$ cat config.mk
export PLATFORM = sky130hd
export DESIGN_NAME = store_align_buffer_flat
export DESIGN_NICKNAME = d
export VERILOG_FILES = /design/src/rtl/store_align_buffer_if.sv /design/src/rtl/store_align_buffer.sv /design/src/flat_wrapper.sv
export SDC_FILE = /design/constraint.sdc
export NUM_CORES = 1
export LEC_CHECK = 0
export CELL_PAD_IN_SITES_DETAIL_PLACEMENT = 0
export CELL_PAD_IN_SITES_GLOBAL_PLACEMENT = 1
export CORE_UTILIZATION = 40
export CTS_CLUSTER_SIZE = 14
export DETAILED_ROUTE_END_ITERATION = 16
export PLACE_DENSITY_LB_ADDON = 0.12
export SLEW_MARGIN = 20
export SYNTH_ARGS = -nofsm -noshare
export SYNTH_HDL_FRONTEND = slang
export SYNTH_SLANG_ARGS = --single-unit
$ cat constraint.sdc
create_clock -name clk -period 2.2 [get_ports clk]
set_input_delay 0.22 -clock clk [delete_from_list [all_inputs] [get_ports clk]]
set_output_delay 0.22 -clock clk [all_outputs]
set_load 0.02 [all_outputs]
$ cat src/rtl/store_align_buffer_if.sv
// Store-path bundle: EXE/MEM store inputs, hazard/exception flags and the
// data-cache write port. The DUT takes the slave view, the driver the master view.
`ifndef DATA_SIZE
`define DATA_SIZE 32
`endif
`ifndef Store
`define Store 7'b0100011
`endif
`ifndef Load
`define Load 7'b0000011
`endif

interface store_align_buffer_if;
  logic [6:0]            opcode_EXE_MEM;
  logic [2:0]            funct3_EXE_MEM;
  logic                  store_valid;
  logic [`DATA_SIZE-1:0] store_addr;
  logic [`DATA_SIZE-1:0] store_data;
  logic                  Dcache_wreq;
  logic [`DATA_SIZE-1:0] Dcache_waddr;
  logic [`DATA_SIZE-1:0] Dcache_wdata;
  logic [3:0]            Dcache_wstrb;
  logic                  Dcache_wack;
  logic                  store_stall;
  logic                  load_stall;
  logic                  store_misaligned;
  logic                  buf_empty;

  modport slave (
    input  opcode_EXE_MEM, funct3_EXE_MEM, store_valid, store_addr, store_data,
    input  Dcache_wack,
    output Dcache_wreq, Dcache_waddr, Dcache_wdata, Dcache_wstrb,
    output store_stall, load_stall, store_misaligned, buf_empty
  );

  modport master (
    output opcode_EXE_MEM, funct3_EXE_MEM, store_valid, store_addr, store_data,
    output Dcache_wack,
    input  Dcache_wreq, Dcache_waddr, Dcache_wdata, Dcache_wstrb,
    input  store_stall, load_stall, store_misaligned, buf_empty
  );
endinterface

$ cat src/rtl/store_align_buffer.sv
// Store alignment/lane formatting in front of a small in-order write FIFO
// that drains to the data cache, with full and load-hit stall generation.
module store_align_buffer #(
  parameter int BUF_DEPTH = 2
) (
  input logic                 clk,
  input logic                 rst_n,
  store_align_buffer_if.slave sab
);
  localparam int DW    = `DATA_SIZE;
  localparam int PTR_W = (BUF_DEPTH > 1) ? $clog2(BUF_DEPTH) : 1;
  localparam logic [PTR_W:0] DEPTH_C = (PTR_W + 1)'(BUF_DEPTH);

  logic [DW-1:0]    addr_q [BUF_DEPTH];
  logic [DW-1:0]    addr_d [BUF_DEPTH];
  logic [DW-1:0]    data_q [BUF_DEPTH];
  logic [DW-1:0]    data_d [BUF_DEPTH];
  logic [3:0]       strb_q [BUF_DEPTH];
  logic [3:0]       strb_d [BUF_DEPTH];
  logic [PTR_W-1:0] wr_ptr_q, wr_ptr_d;
  logic [PTR_W-1:0] rd_ptr_q, rd_ptr_d;
  logic [PTR_W:0]   count_q, count_d;
  logic             misaligned_q, misaligned_d;

  logic          is_store, is_load, width_ok, aligned, legal;
  logic          full, push, pop, wreq, hit;
  logic [DW-1:0] fmt_data;
  logic [3:0]    fmt_strb;

  // Decode the request, check alignment and place data into byte lanes.
  always_comb begin
    is_store = sab.store_valid && (sab.opcode_EXE_MEM == `Store);
    is_load  = sab.store_valid && (sab.opcode_EXE_MEM == `Load);
    width_ok = 1'b1;
    aligned  = 1'b1;
    fmt_data = sab.store_data;
    fmt_strb = 4'b1111;
    case (sab.funct3_EXE_MEM)
      3'b000: begin
        fmt_data = {4{sab.store_data[7:0]}};
        fmt_strb = 4'b0001 << sab.store_addr[1:0];
      end
      3'b001: begin
        aligned  = ~sab.store_addr[0];
        fmt_data = {2{sab.store_data[15:0]}};
        fmt_strb = sab.store_addr[1] ? 4'b1100 : 4'b0011;
      end
      3'b010: aligned = (sab.store_addr[1:0] == 2'b00);
      default: width_ok = 1'b0;
    endcase
    legal        = is_store && width_ok && aligned;
    misaligned_d = is_store && width_ok && !aligned;
    full         = (count_q == DEPTH_C);
    wreq         = (count_q != '0);
    push         = legal && !full;
    pop          = wreq && sab.Dcache_wack;
  end

  // Next FIFO contents, pointers and occupancy.
  always_comb begin
    addr_d   = addr_q;
    data_d   = data_q;
    strb_d   = strb_q;
    wr_ptr_d = wr_ptr_q;
    rd_ptr_d = rd_ptr_q;
    count_d  = count_q;
    if (push) begin
      addr_d[wr_ptr_q] = {sab.store_addr[DW-1:2], 2'b00};
      data_d[wr_ptr_q] = fmt_data;
      strb_d[wr_ptr_q] = fmt_strb;
      wr_ptr_d         = wr_ptr_q + 1'b1;
    end
    if (pop) rd_ptr_d = rd_ptr_q + 1'b1;
    case ({push, pop})
      2'b10:   count_d = count_q + 1'b1;
      2'b01:   count_d = count_q - 1'b1;
      default: count_d = count_q;
    endcase
  end

  // A load stalls if any occupied slot holds its word address.
  always_comb begin
    logic [PTR_W-1:0] offset;
    hit    = 1'b0;
    offset = '0;
    for (int i = 0; i < BUF_DEPTH; i++) begin
      offset = PTR_W'(i) - rd_ptr_q;
      if (({1'b0, offset} < count_q) &&
          (addr_q[i][DW-1:2] == sab.store_addr[DW-1:2]))
        hit = 1'b1;
    end
  end

  // State registers; reset discards all pending stores.
  always_ff @(posedge clk or negedge rst_n) begin
    if (!rst_n) begin
      for (int i = 0; i < BUF_DEPTH; i++) begin
        addr_q[i] <= '0;
        data_q[i] <= '0;
        strb_q[i] <= '0;
      end
      wr_ptr_q     <= '0;
      rd_ptr_q     <= '0;
      count_q      <= '0;
      misaligned_q <= 1'b0;
    end else begin
      addr_q       <= addr_d;
      data_q       <= data_d;
      strb_q       <= strb_d;
      wr_ptr_q     <= wr_ptr_d;
      rd_ptr_q     <= rd_ptr_d;
      count_q      <= count_d;
      misaligned_q <= misaligned_d;
    end
  end

  // Write port is driven only from the head slot, zeroed while idle.
  assign sab.Dcache_wreq      = wreq;
  assign sab.Dcache_waddr     = wreq ? addr_q[rd_ptr_q] : '0;
  assign sab.Dcache_wdata     = wreq ? data_q[rd_ptr_q] : '0;
  assign sab.Dcache_wstrb     = wreq ? strb_q[rd_ptr_q] : '0;
  assign sab.store_stall      = legal && full;
  assign sab.load_stall       = is_load && hit;
  assign sab.store_misaligned = misaligned_q;
  assign sab.buf_empty        = !wreq;
endmodule

$ cat src/flat_wrapper.sv
// flat-port wrapper written by rule: the top's interface ports become plain ports
module store_align_buffer_flat 
#(
  parameter int BUF_DEPTH = 2
)
  (clk, rst_n, sab_opcode_EXE_MEM, sab_funct3_EXE_MEM, sab_store_valid, sab_store_addr, sab_store_data, sab_Dcache_wack, sab_Dcache_wreq, sab_Dcache_waddr, sab_Dcache_wdata, sab_Dcache_wstrb, sab_store_stall, sab_load_stall, sab_store_misaligned, sab_buf_empty);
  store_align_buffer_if sab_i ();
  input logic clk;
  input logic rst_n;
  input wire logic [$bits(sab_i.opcode_EXE_MEM)-1:0] sab_opcode_EXE_MEM;
  input wire logic [$bits(sab_i.funct3_EXE_MEM)-1:0] sab_funct3_EXE_MEM;
  input wire logic [$bits(sab_i.store_valid)-1:0] sab_store_valid;
  input wire logic [$bits(sab_i.store_addr)-1:0] sab_store_addr;
  input wire logic [$bits(sab_i.store_data)-1:0] sab_store_data;
  input wire logic [$bits(sab_i.Dcache_wack)-1:0] sab_Dcache_wack;
  output wire logic [$bits(sab_i.Dcache_wreq)-1:0] sab_Dcache_wreq;
  output wire logic [$bits(sab_i.Dcache_waddr)-1:0] sab_Dcache_waddr;
  output wire logic [$bits(sab_i.Dcache_wdata)-1:0] sab_Dcache_wdata;
  output wire logic [$bits(sab_i.Dcache_wstrb)-1:0] sab_Dcache_wstrb;
  output wire logic [$bits(sab_i.store_stall)-1:0] sab_store_stall;
  output wire logic [$bits(sab_i.load_stall)-1:0] sab_load_stall;
  output wire logic [$bits(sab_i.store_misaligned)-1:0] sab_store_misaligned;
  output wire logic [$bits(sab_i.buf_empty)-1:0] sab_buf_empty;
  assign sab_i.opcode_EXE_MEM = sab_opcode_EXE_MEM;
  assign sab_i.funct3_EXE_MEM = sab_funct3_EXE_MEM;
  assign sab_i.store_valid = sab_store_valid;
  assign sab_i.store_addr = sab_store_addr;
  assign sab_i.store_data = sab_store_data;
  assign sab_i.Dcache_wack = sab_Dcache_wack;
  assign sab_Dcache_wreq = sab_i.Dcache_wreq;
  assign sab_Dcache_waddr = sab_i.Dcache_waddr;
  assign sab_Dcache_wdata = sab_i.Dcache_wdata;
  assign sab_Dcache_wstrb = sab_i.Dcache_wstrb;
  assign sab_store_stall = sab_i.store_stall;
  assign sab_load_stall = sab_i.load_stall;
  assign sab_store_misaligned = sab_i.store_misaligned;
  assign sab_buf_empty = sab_i.buf_empty;
  store_align_buffer #(.BUF_DEPTH(BUF_DEPTH)) u_core (.clk(clk), .rst_n(rst_n), .sab(sab_i));
endmodule
# [After elaboration in Yosys (flattened, before gate mapping)]
# Index checks and enable logic that the tools add are counted.
[totals] ff_bits=141 in_bits=78 out_inout_bits=73 wordCells=81
[op_classes] addsub=6 magnitude_cmp=5 eq_ne=9 shifts=1 muxes=27 bitwise=3 n_reduce_logical=20
[op_table] operator="$mux W32" count=9
[op_table] operator="$bwmux W64" count=2
[op_table] operator="$pmux W32 S2" count=1
[op_table] operator="$eq A30 B30 Y1" count=2
[op_table] operator="$demux W32 S1" count=1
[op_table] operator="$mux W4" count=6
[op_table] operator="$logic_and A1 B1 Y1" count=12
[op_table] operator="$bwmux W8" count=1
[op_table] operator="$pmux W4 S2" count=1
[op_table] operator="$eq A7 B2 Y1 const B" count=1
[op_table] operator="$eq A7 B6 Y1 const B" count=1
[op_table] operator="$demux W4 S1" count=1
[op_table] operator="$eq A2 B2 Y1 const B" count=2
[op_table] operator="$ge A2 B2 Y1 const B" count=2
[op_table] operator="$lt A1 B2 Y1" count=2
[op_table] operator="$not A1 Y2" count=2
[op_table] operator="$pmux W2 S2" count=1
[op_table] operator="$reduce_bool A2 Y1" count=2
[op_table] operator="$shl A1 B2 Y4 const A" count=1
[op_table] operator="$eq A3 B1 Y1 const B" count=1
[op_table] operator="$eq A3 B2 Y1 const B" count=1
[op_table] operator="$logic_not A1 Y1" count=3
[op_table] operator="$logic_not A3 Y1" count=1
[op_table] operator="$mux W1" count=3
[op_table] operator="10 further kinds" count=12

# [Depth between registers and ports, before layout]
# Gate-level depths: netlist of run 1.
[logic_depth] word_depth=8 mapped_depth=8 ltp_nobuf=7

# [Least setup slack after synthesis of run 1]
# Ideal clock, no wire load.
[synth_timing] kind="reg-to-output" from="reg u_core.addr_q[36] (netlist name)" to="out sab_load_stall" arrival_ps=2126 t_required_ps=1980 path_slack_ps=-146 stages_incl_launch_ff=6 n_path_buf=0 path_cell_list="dfrtp_1 xnor2_1 nand4_1 nor4_1 nand3_1 a2111oi_0"
[synth_between] elab_chain_cells=5
[synth_lines] item="start: declaration" line="store_align_buffer.sv:14" rtl="logic [DW-1:0] addr_q [BUF_DEPTH];"
[synth_lines] item="start signal: assignment" line="store_align_buffer.sv:107" rtl="addr_q <= addr_d;"
[synth_lines] item="$eq A30 B30 Y1" line="store_align_buffer.sv:89" rtl="(addr_q[i][DW-1:2] == sab.store_addr[DW-1:2]))"
[synth_lines] item="$logic_and A1 B1 Y1" line="store_align_buffer.sv:88" rtl="if (({1'b0, offset} < count_q) &&"
[synth_lines] item="$mux W1 (2 in series)" line="store_align_buffer.sv:88"
[synth_lines] item="$logic_and A1 B1 Y1" line="store_align_buffer.sv:123" rtl="assign sab.load_stall = is_load && hit;"
[synth_lines] item="end: declaration" line="flat_wrapper.sv:21" rtl="output wire logic [$bits(sab_i.load_stall)-1:0] sab_load_stall;"
# No other way between the ends.

# [Worst setup path in the final report of run 1]
[layout_timing] from="reg u_core.addr_q[28] (netlist name)" to="out sab_load_stall"
[layout_between] elab_chain_cells=4
[layout_lines] item="$eq A30 B30 Y1" line="store_align_buffer.sv:89"
[layout_lines] item="$logic_and A1 B1 Y1" line="store_align_buffer.sv:88"
[layout_lines] item="$mux W1" line="store_align_buffer.sv:88"
[layout_lines] item="$logic_and A1 B1 Y1" line="store_align_buffer.sv:123"
# No other way between the ends.

==> flow_metrics.tcl, run 1 <==
set metrics [dict create \
    die_width_um 136.6 \
    finalClockSkew_ns 0.008515 \
    post-place-ws_ns -1.152 \
    start_util_pct 41.47 \
    period_needed_ns 2.616 \
    drive_gt1_share_pct 27.88 \
    yosysUniqueCellTypes 36 \
    synthToLayoutAreaGrowth_pct 45.53 \
    clk_pin_slew_worst_paths_ns 0.06 \
    maxCapViolations 0 \
    numCtsBuffers 17 \
    drv_slew 0 \
    syn_inst 662 \
    finalHoldViolations 0 \
    dp.cells 1097 \
    r2r_start "u_core.count_q[1]" \
    finalNonFillerCells 1136 \
    htree_num_levels 4 \
    ioPinCount 151 \
    wirelength_um 20480 \
    grtUsageTotal_pct 23.03 \
    synth-seq-cells 137 \
    routed_via_density 4.997 \
    clkSinkCount 137 \
    violations "setup timing" \
    grt_first_pass_wirelength_um 32110 \
    clk_latency_ns 0.42 \
    nNetsFinal 978 \
    antenna_found_initial 0 \
    hp-class "input pin to async pin" \
    ant_nets 0 \
    die_h_um 136.6 \
    final_common_cell "dfrtp_1" \
    core-area_sq_um 17480 \
    crit_start "u_core.addr_q[28]" \
    final_cell_mix "dfrtp_1, buf_4, mux2i_1, clkdlybuf4s50_1, nor2_1" \
    grt_pass1_vias 6028 \
    setup_violations 1 \
    peakVddDrop_v 0.0008688 \
    io_buffers 148 \
    antennaDiodeCount 0 \
    leakage_nw 5.328 \
    syn-cell-area_sq_um 7247 \
    avgSynthCellArea_sq_um 10.95 \
    detail_route.wl_per_cell_um 18.03 \
    firstDrtPassIters 4 \
    hpwl_um 14370 \
    path_max_fanout 2 \
    status "complete, but fails checks" \
    fmax_ghz 0.3822 \
    clock_path_buffers 2 \
    setup.worst_path.start_class "flip-flop" \
    overflow 0 \
    critPathKind "flip-flop to output port" \
    root_buffer "clkbuf_16" \
    rsz0062_at_grt "true" \
    cp-end-kind "output port" \
    remaining_drc_errors 0 \
    fin_util_pct 60.35 \
    drtIter0Drc 238 \
    cp.required_ns 1.98 \
    gp_congestion 0.7883 \
    via_count 5677 \
    setup_slack_ns -0.4161 \
    fin_crit_sh_pct 118.9 \
    die-area_sq_um 18660 \
    grt_max_degree 51 \
    arrival_ns 2.40 \
    power.density_nw_per_um2 739.3 \
    core.rowCount 48 \
    yosys_warnings 0 \
    synth_seq_area_share_pct 47.31 \
    cts_tree "done" \
]
-- area by class of cell --
type / count / area [sq um]
flip-flops and latches: 137 / 3432
well taps: 225 / 281.5
repair buffers: 259 / 2447
clock inverters: 8 / 92.59
inverters: 3 / 23.77
fillers: 1474 / 6930
clock buffers: 23 / 498.0
multi-input cells: 481 / 3771
-- final timing paths --
| path | slack (ns) | cells past startpoint | end |
|---|---|---|---|
| max in group asynchronous | 1.24 | 3 | u_core.sab.store_misaligned |
| worst min-delay path | 0.27 | 2 | u_core.addr_q[19] |
| worst max register to register | 0.36 | 8 | u_core.count_q[1] |
| worst max-delay path | -0.42 | 6 | sab_load_stall |
| worst min register to register | 0.48 | 2 | u_core.data_q[29] |
| min in group clk | 0.44 | 5 | u_core.sab.store_misaligned |
-- Yosys cell counts --
cell	n	area, sq um
a21boi_0	2	15.01
nor2_1	71	266.5
nand3b_1	2	15.01
nor4_1	6	37.54
dfrtp_1	137	3428
and2_1	1	6.260
conb_1	1	3.750
buf_1	5	18.77
buf_4	3	22.52
or4b_4	1	13.76
a2111oi_4	1	27.53
buf_2	2	10.01
mux2i_1	90	900.9
o21a_1	3	22.52
xnor2_1	53	464.2
mux2_1	10	112.6
buf_6	4	45.04
inv_1	3	11.26
nor3_1	1	5.000
xor2_1	11	96.34
nand3_1	2	10.01
or2_2	1	6.260
a21oi_1	2	10.01
a2111oi_0	1	8.760
nor3b_1	1	7.510
ha_1	1	12.51
clkbuf_1	28	105.1
nor2b_1	1	6.260
o2111ai_1	2	17.52
o21ai_0	67	335.3
nand4_1	12	75.07
mux2_2	39	439.2
o2111ai_2	1	15.01
mux2_4	27	405.4
nand2b_1	3	18.77
nand2_1	67	251.5
-- worst max-delay path, stage by stage, from the launching register on --
cell,delay [ns]
dfrtp_1,0.41
xnor2_2,0.19
nand4_1,0.13
nor4_2,0.35
nand4_1,0.22
a2111oi_4,0.48
buf_4,0.21
-- report_power, final --
part	internal (mW)	switching, mW	leakage, nW	total (mW)
logic	1.06	1.20	3.13	2.27
clock network	1.80	1.05	0.295	2.85
registers	2.61	0.0679	1.90	2.68
-- what timing repair did --
action                     4_1_cts  5_1_grt
setup endpoints to repair       70       38
buffers inserted                 5        0
pin swaps                       15        4
cloned                           2        1
gates resized for setup        127       26
hold buffers                     1        0
hold endpoints to repair        40        0
-- logic make-up after synthesis --
family / synth area share [%]
and+or+nand+nor: 9.928
muxes: 25.64
DFF: 47.31
AOI/OAI and AO/OA: 6.233
xor gates and xnor gates: 7.735
buffers and inverters: 2.935
adders and majority gates: 0.1726
other: 0.05175
-- flip-flops by register name, summed over array words and instances, names as in the netlist --
name	flops
u_core.addr_q	60
u_core.count_q	2
u_core.data_q	64
u_core.rd_ptr_q	1
u_core.sab.store_misaligned	1
u_core.strb_q	8
u_core.wr_ptr_q	1
-- stage by stage --
step / setup TNS (ns) / power (mW) / instance area, sq um / hold slack (ns)
after floorplan: 0 / 3.790 / 7252 / -0.07559
after global placement: -45.11 / 4.652 / 9776 / 0.1585
after detailed placement: -49.29 / 4.688 / 9776 / 0.1683
after CTS: -0.4182 / 7.809 / 10560 / 0.2865
after global routing: -0.5344 / 8.108 / 10550 / 0.3131
final: -0.4161 / 7.797 / 10550 / 0.2732
-- metal layers --
| metal | track usage (%) | routed length, um | part of all wire [%] | vias to the layer above |
|---|---|---|---|---|
| li1 | - | - | - | 2750 |
| met1 | 31.76 | 9623 | 47 | 2770 |
| met2 | 36.38 | 9517 | 46 | 133 |
| met3 | 5.333 | 1082 | 5.3 | 24 |
| met4 | 5.864 | 260 | 1.3 | 0 |
| met5 | 0 | 0 | 0 | - |
Power figures use the tool's default switching activity.
==> run 2: changes to the inputs <==
CELL_PAD_IN_SITES_DETAIL_PLACEMENT = default   (was 0)
CELL_PAD_IN_SITES_GLOBAL_PLACEMENT = default   (was 1)
CORE_UTILIZATION = 52   (was 40)
CTS_CLUSTER_SIZE = 20   (was 14)
==> run 2 against run 1 <==
  * The run still ends with setup timing left
  * Hold slack improved by 0.037 ns
  * Worst setup slack improved by 0.050 ns
  * Sequential share of layout area increased by 1.1 points
  * First-iteration DRC count grew 46%
  * Global-route usage grew 5.8 points
  * Largest cell class unchanged
==> flow_metrics.tcl, run 2 (synthesis gave the netlist of run 1 again) <==
set metrics [dict create \
    status "complete, but fails checks" \
    violations "setup timing" \
    slowest_stage "dfrtp_1" \
    clk_latency_ns 0.43 \
    fin_crit_sh_pct 116.6 \
    final_common_cell "dfrtp_1" \
    via_count 5864 \
    numCtsBuffers 17 \
    critPathKind "flip-flop to output port" \
    gp_congestion 0.8344 \
    clk_pin_slew_worst_paths_ns 0.06 \
    die-area_sq_um 14410 \
    core.rowCount 42 \
    top_regs "u_core.data_q (64), u_core.addr_q (60), u_core.strb_q (8)" \
    leakage_nw 5.059 \
    htree_num_levels 4 \
    p_sw_mw 2.376 \
    cp_slowest_stage_delay_ns 0.39 \
    power.share.combinational_pct 29.5 \
    die_width_um 120.1 \
    nNetsFinal 963 \
    clockPowerShare_pct 36.5 \
    grt_max_degree 66 \
    final_cell_mix "dfrtp_1, mux2i_1, buf_4, clkdlybuf4s50_1, nor2_1" \
    cp.buffers_inverters 2 \
    cp-end-kind "output port" \
    worst_hold_slack_ns 0.3105 \
    wirelength_um 20010 \
    die_h_um 120.1 \
    root_buffer "clkbuf_16" \
    finalClockSkew_ns 0.007910 \
    hp-class "input pin to async pin" \
    setup_violations 1 \
    drive_gt1_share_pct 29.80 \
    routed_via_density 5.470 \
    rsz0062_at_grt "true" \
    grtUsageTotal_pct 28.87 \
    firstDrtPassIters 5 \
    setup_slack_ns -0.3660 \
    fmax_ghz 0.3897 \
    slew_headroom_pct 65.27 \
    antenna_found_initial 0 \
    path_max_fanout 2 \
    arrival_ns 2.35 \
    largest_reg_flops 64 \
    fin_setup_tns_ns -0.3660 \
    power.density_nw_per_um2 769.2 \
    drtIter0Drc 347 \
    cp.required_ns 1.98 \
    tightest_slew_ns 0.5210 \
    internal_power_mw 5.468 \
    ant_nets 0 \
    ioPinCount 151 \
    largest-register "u_core.data_q" \
    overflow 0 \
    peakVddDrop_v 0.0004711 \
    synthToLayoutAreaGrowth_pct 40.71 \
    seqPwrFrac_pct 34.0 \
    cts_tree "done" \
    r2r_cells 7 \
    maxCapViolations 0 \
    sw_frac_of_total_pct 30.30 \
    clock_path_buffers 2 \
    antennaDiodeCount 0 \
    detail_route.wl_per_cell_um 18.67 \
    io_buffers 148 \
    period_needed_ns 2.566 \
    crit_family "simple AND/OR/NAND/NOR gates" \
    fin_area_sq_um 10200 \
    clkSinkCount 137 \
    path_common_cell "nand4_1" \
    setup.worst_path.start_class "flip-flop" \
    drv_slew 0 \
    placed_cell_area_sq_um 9562 \
    post-place-ws_ns -0.9018 \
    crit_cells 7 \
    start_util_pct 54.08 \
    finalHoldViolations 0 \
    cp_cell_sequence "xnor2_1 > nand4_1 > nor4_2 > nand4_1 > a2111oi_2 > buf_4 > buf_6" \
    grt_pass1_vias 6085 \
    core-area_sq_um 13400 \
    hpwl_um 13220 \
    r2r_slack_ns 0.31 \
    grt_first_pass_wirelength_um 31500 \
    remaining_drc_errors 0 \
]
[run 2: cell count changes in the layout (fill, tap and decap cells not counted), sizes merged]
cell	change
buf	+16
dlygate4sd2	-42
clkbuf	-2
clkdlybuf4s50	+4
clkdlybuf4s15	+11
dlymetal6s2s	-4
clkinvlp	+1
inv	+1
[run 2: routing by layer]
metal  up-vias  share of wire [%]  track usage [%]
li1       2728                  -                -
met1      2909                 43            38.35
met2       187                 50            46.62
met3        40                5.0            5.989
met4         0                2.1            10.47
met5         -                  0                0
[run 2: per-stage QoR]
stage / power, mW / util, % / cells
final: 7.844 / 76.10 / 1072
after global routing: 8.099 / 76.10 / 1072
after CTS: 7.728 / 75.90 / 1070
after detailed placement: 4.646 / 71.35 / 1033
after global placement: 4.614 / 71.35 / 1033
after floorplan: 3.790 / - / 663
[run 2: repair_timing]
action	in CTS	in global routing
setup endpoints to repair	115	61
hold endpoints to repair	49	0
cloned	2	1
hold buffers	1	0
setup buffers	3	1
gates resized for setup	230	34
pin swaps	19	4
[run 2: final timing paths]
kind | startpoint | end
max | u_core.addr_q[13] | sab_load_stall
min | rst_n | u_core.addr_q[12]
max reg2reg | u_core.count_q[1] | u_core.count_q[1]
min reg2reg | u_core.data_q[48] | u_core.data_q[48]
max in group asynchronous | rst_n | u_core.data_q[33]
min in group clk | sab_store_data[21] | u_core.data_q[21]
[run 2: power by group through the flow]
stage	sequential, mW	combinational (mW)	clock (mW)
after CTS	2.67	2.18	2.89
after global placement	2.70	1.91	0
after global routing	2.68	2.43	2.99
final	2.67	2.32	2.86
after floorplan	2.70	1.09	0
after detailed placement	2.71	1.94	0
[run 2: layout make-up]
| type | instances | area, sq um |
|---|---|---|
| inverter | 3 | 23.77 |
| timing repair buffer | 244 | 2208 |
| clock buffer | 21 | 470.5 |
| tap | 176 | 220.2 |
| sequential | 137 | 3432 |
| fill | 904 | 3203 |
| multi-input combinational | 481 | 3722 |
| clock inverter | 10 | 120.1 |
==> run 3: changes to the inputs <==
PLACE_DENSITY = 0.85   (was default)
PLACE_DENSITY_LB_ADDON = default   (was 0.12)
==> run 3 against run 2 <==
  * The flow still finishes with violations (setup timing)
  * Hold slack about the same
  * Sequential share of layout area decreased by 0.29 points
  * First-iteration DRC count increased by 56%
  * Fmax decreased by 4.9%
  * Power increased by 1.3%
  * Flip-flop and latch count unchanged
  * Critical path depth increased by 1
  * Design area increased by 0.88%
  * Clock-buffer cell count unchanged
  * Non-clock buffer count increased by 11
  * Combinational power decreased by 2%
==> flow_metrics.tcl, run 3 (synthesis gave the netlist of run 1 again) <==
set metrics [dict create \
    status "complete, but fails checks" \
    violations "setup timing" \
    cp_cell_sequence "clkdlybuf4s50_1 > buf_4 > xor2_1 > nor4_1 > nand4_1 > a2111oi_4 > buf_4 > buf_6" \
    slowest_stage "clkdlybuf4s50_1" \
    slew_headroom_pct 64.90 \
    dp.cells 1035 \
    htree_num_levels 4 \
    met2_length_um 11670 \
    firstDrtPassIters 5 \
    start_util_pct 54.08 \
    ioPinCount 151 \
    seqPwrFrac_pct 33.9 \
    final_cell_mix "dfrtp_1, mux2i_1, buf_4, clkdlybuf4s50_1, nor2_1" \
    setup.worst_path.start_class "input pin" \
    drive_gt1_share_pct 31.94 \
    io_buffers 148 \
    wirelength_um 23240 \
    fin_crit_sh_pct 122.7 \
    routed_via_density 5.857 \
    top_regs "u_core.data_q (64), u_core.addr_q (60), u_core.strb_q (8)" \
    grt_first_pass_wirelength_um 34940 \
    final_common_cell "dfrtp_1" \
    grtUsageTotal_pct 32.26 \
    critPathKind "input pin to output port" \
    power.share.combinational_pct 28.6 \
    p_sw_mw 2.424 \
    remaining_drc_errors 0 \
    dr_wl_met3_um 1752 \
    core.rowCount 42 \
    hp-class "input pin to async pin" \
    drv_slew 0 \
    overflow 0 \
    synthToLayoutAreaGrowth_pct 41.95 \
    grt_pass1_vias 6560 \
    rsz0062_at_grt "true" \
    antenna_found_initial 0 \
    n_fill_cell 755 \
    finalClockSkew_ns 0.01100 \
    ant_nets 0 \
    power.density_nw_per_um2 772.2 \
    routed.top_layer "met4" \
    clk_pin_slew_worst_paths_ns 0.06 \
    arrival_ns 2.48 \
    crit_family "buffers and inverters" \
    clockPowerShare_pct 37.5 \
    path_common_cell "buf_4" \
    largest_reg_flops 64 \
    clkSinkCount 137 \
    tightest_slew_ns 0.5266 \
    cp_slowest_stage_delay_ns 0.48 \
    grt_max_degree 65 \
    drtIter0Drc 542 \
    numCtsBuffers 17 \
    path_max_fanout 3 \
    die_h_um 120.1 \
    maxCapViolations 0 \
    leakage_nw 5.194 \
    die-area_sq_um 14410 \
    cp-end-kind "output port" \
    largest-register "u_core.data_q" \
    root_buffer "clkbuf_16" \
    met1_length_um 8934 \
    die_width_um 120.1 \
    internal_power_mw 5.520 \
    hpwl_um 13460 \
    via_count 6349 \
    peakVddDrop_v 0.0007542 \
    fin_util_pct 76.77 \
    setup_slack_ns -0.4992 \
    detail_route.wl_per_cell_um 21.44 \
    setup_violations 1 \
    core-area_sq_um 13400 \
    finalNonFillerCells 1084 \
    cts_tree "done" \
    sw_frac_of_total_pct 30.52 \
    cp.buffers_inverters 4 \
    clk_latency_ns 0.42 \
    clock_path_buffers 2 \
    antennaDiodeCount 0 \
    fmax_ghz 0.3705 \
    nNetsFinal 974 \
    gp_congestion 0.8733 \
    cp.required_ns 1.98 \
    period_needed_ns 2.699 \
    finalHoldViolations 0 \
]
## run 3: cell count changes in the layout (fill, tap and decap cells not counted), sizes merged, moves of 2 or more
cell and delta:
bufbuf +2, clkbuf +30, clkdlybuf4s15 -19, clkdlybuf4s50 -5, clkinv -2, dlygate4sd2 +2, dlymetal6s2s +2
## run 3: path summary, 6_finish.rpt
path,start,to,slack [ns],cells past startpoint
worst max-delay path,sab_store_addr[30],sab_load_stall,-0.50,8
worst min-delay path,rst_n,u_core.addr_q[53],0.31,2
worst max register to register,u_core.count_q[0],u_core.addr_q[49],0.19,5
worst min register to register,u_core.data_q[31],u_core.data_q[31],0.48,2
max in group asynchronous,rst_n,u_core.strb_q[2],1.19,3
min in group clk,sab_store_addr[20],u_core.addr_q[20],0.36,3
## run 3: power by group through the flow
stage / Combinational, mW / Sequential (mW) / Clock, mW
after floorplan: 1.09 / 2.70 / 0
after global placement: 1.81 / 2.71 / 0
after detailed placement: 1.85 / 2.72 / 0
after CTS: 2.24 / 2.68 / 2.98
after global routing: 2.36 / 2.70 / 3.09
final: 2.27 / 2.69 / 2.98
## run 3: final cells by class
| cell class | count | area (sq um) | share of cell area (%) |
|---|---|---|---|
| Multi-Input combinational cell | 481 | 3722 | 36.18 |
| Sequential cell | 137 | 3432 | 33.36 |
| Timing Repair Buffer | 255 | 2283 | 22.20 |
| Clock buffer | 21 | 470.5 | 4.573 |
| Tap cell | 176 | 220.2 | 2.141 |
| Clock inverter | 11 | 145.1 | 1.411 |
| Inverter | 3 | 13.76 | 0.1338 |
## run 3: worst reg2reg max path, stage by stage (launching register included)
cell       delay (ns)
dfrtp_1          0.40
buf_4            0.16
nand2b_1         0.28
o2111ai_4        0.29
bufbuf_16        0.40
mux2_2           0.35
## run 3: layer usage
| metal | up-vias | global-route usage (%) |
|---|---|---|
| met5 | - | 0 |
| met4 | 0 | 16.25 |
| met3 | 82 | 8.508 |
| met2 | 362 | 52.84 |
| met1 | 3147 | 39.17 |
| li1 | 2758 | - |
## run 3: what timing repair did
item                                    in CTS  in global routing
resized for setup                          180                 89
endpoints found under the setup margin      91                146
pin swaps                                   16                  4
gates cloned                                 7                  1
hold buffers                                 1                  0
hold endpoints to repair                    50                  0
buffers inserted                             5                  3
## run 3: per-stage QoR
stage | setup TNS, ns | area, sq um | power (mW) | setup slack [ns] | hold WS (ns)
after global placement | -45.42 | 9577 | 4.521 | -0.7816 | 0.1888
after floorplan | 0 | 7252 | 3.790 | 0.03119 | -0.07559
final | -0.4992 | 10290 | 7.944 | -0.4992 | 0.3107
after detailed placement | -53.95 | 9577 | 4.566 | -0.8516 | 0.2006
after CTS | -1.352 | 10470 | 7.905 | -0.3338 | 0.3318
after global routing | -0.5826 | 10290 | 8.152 | -0.5736 | 0.3417
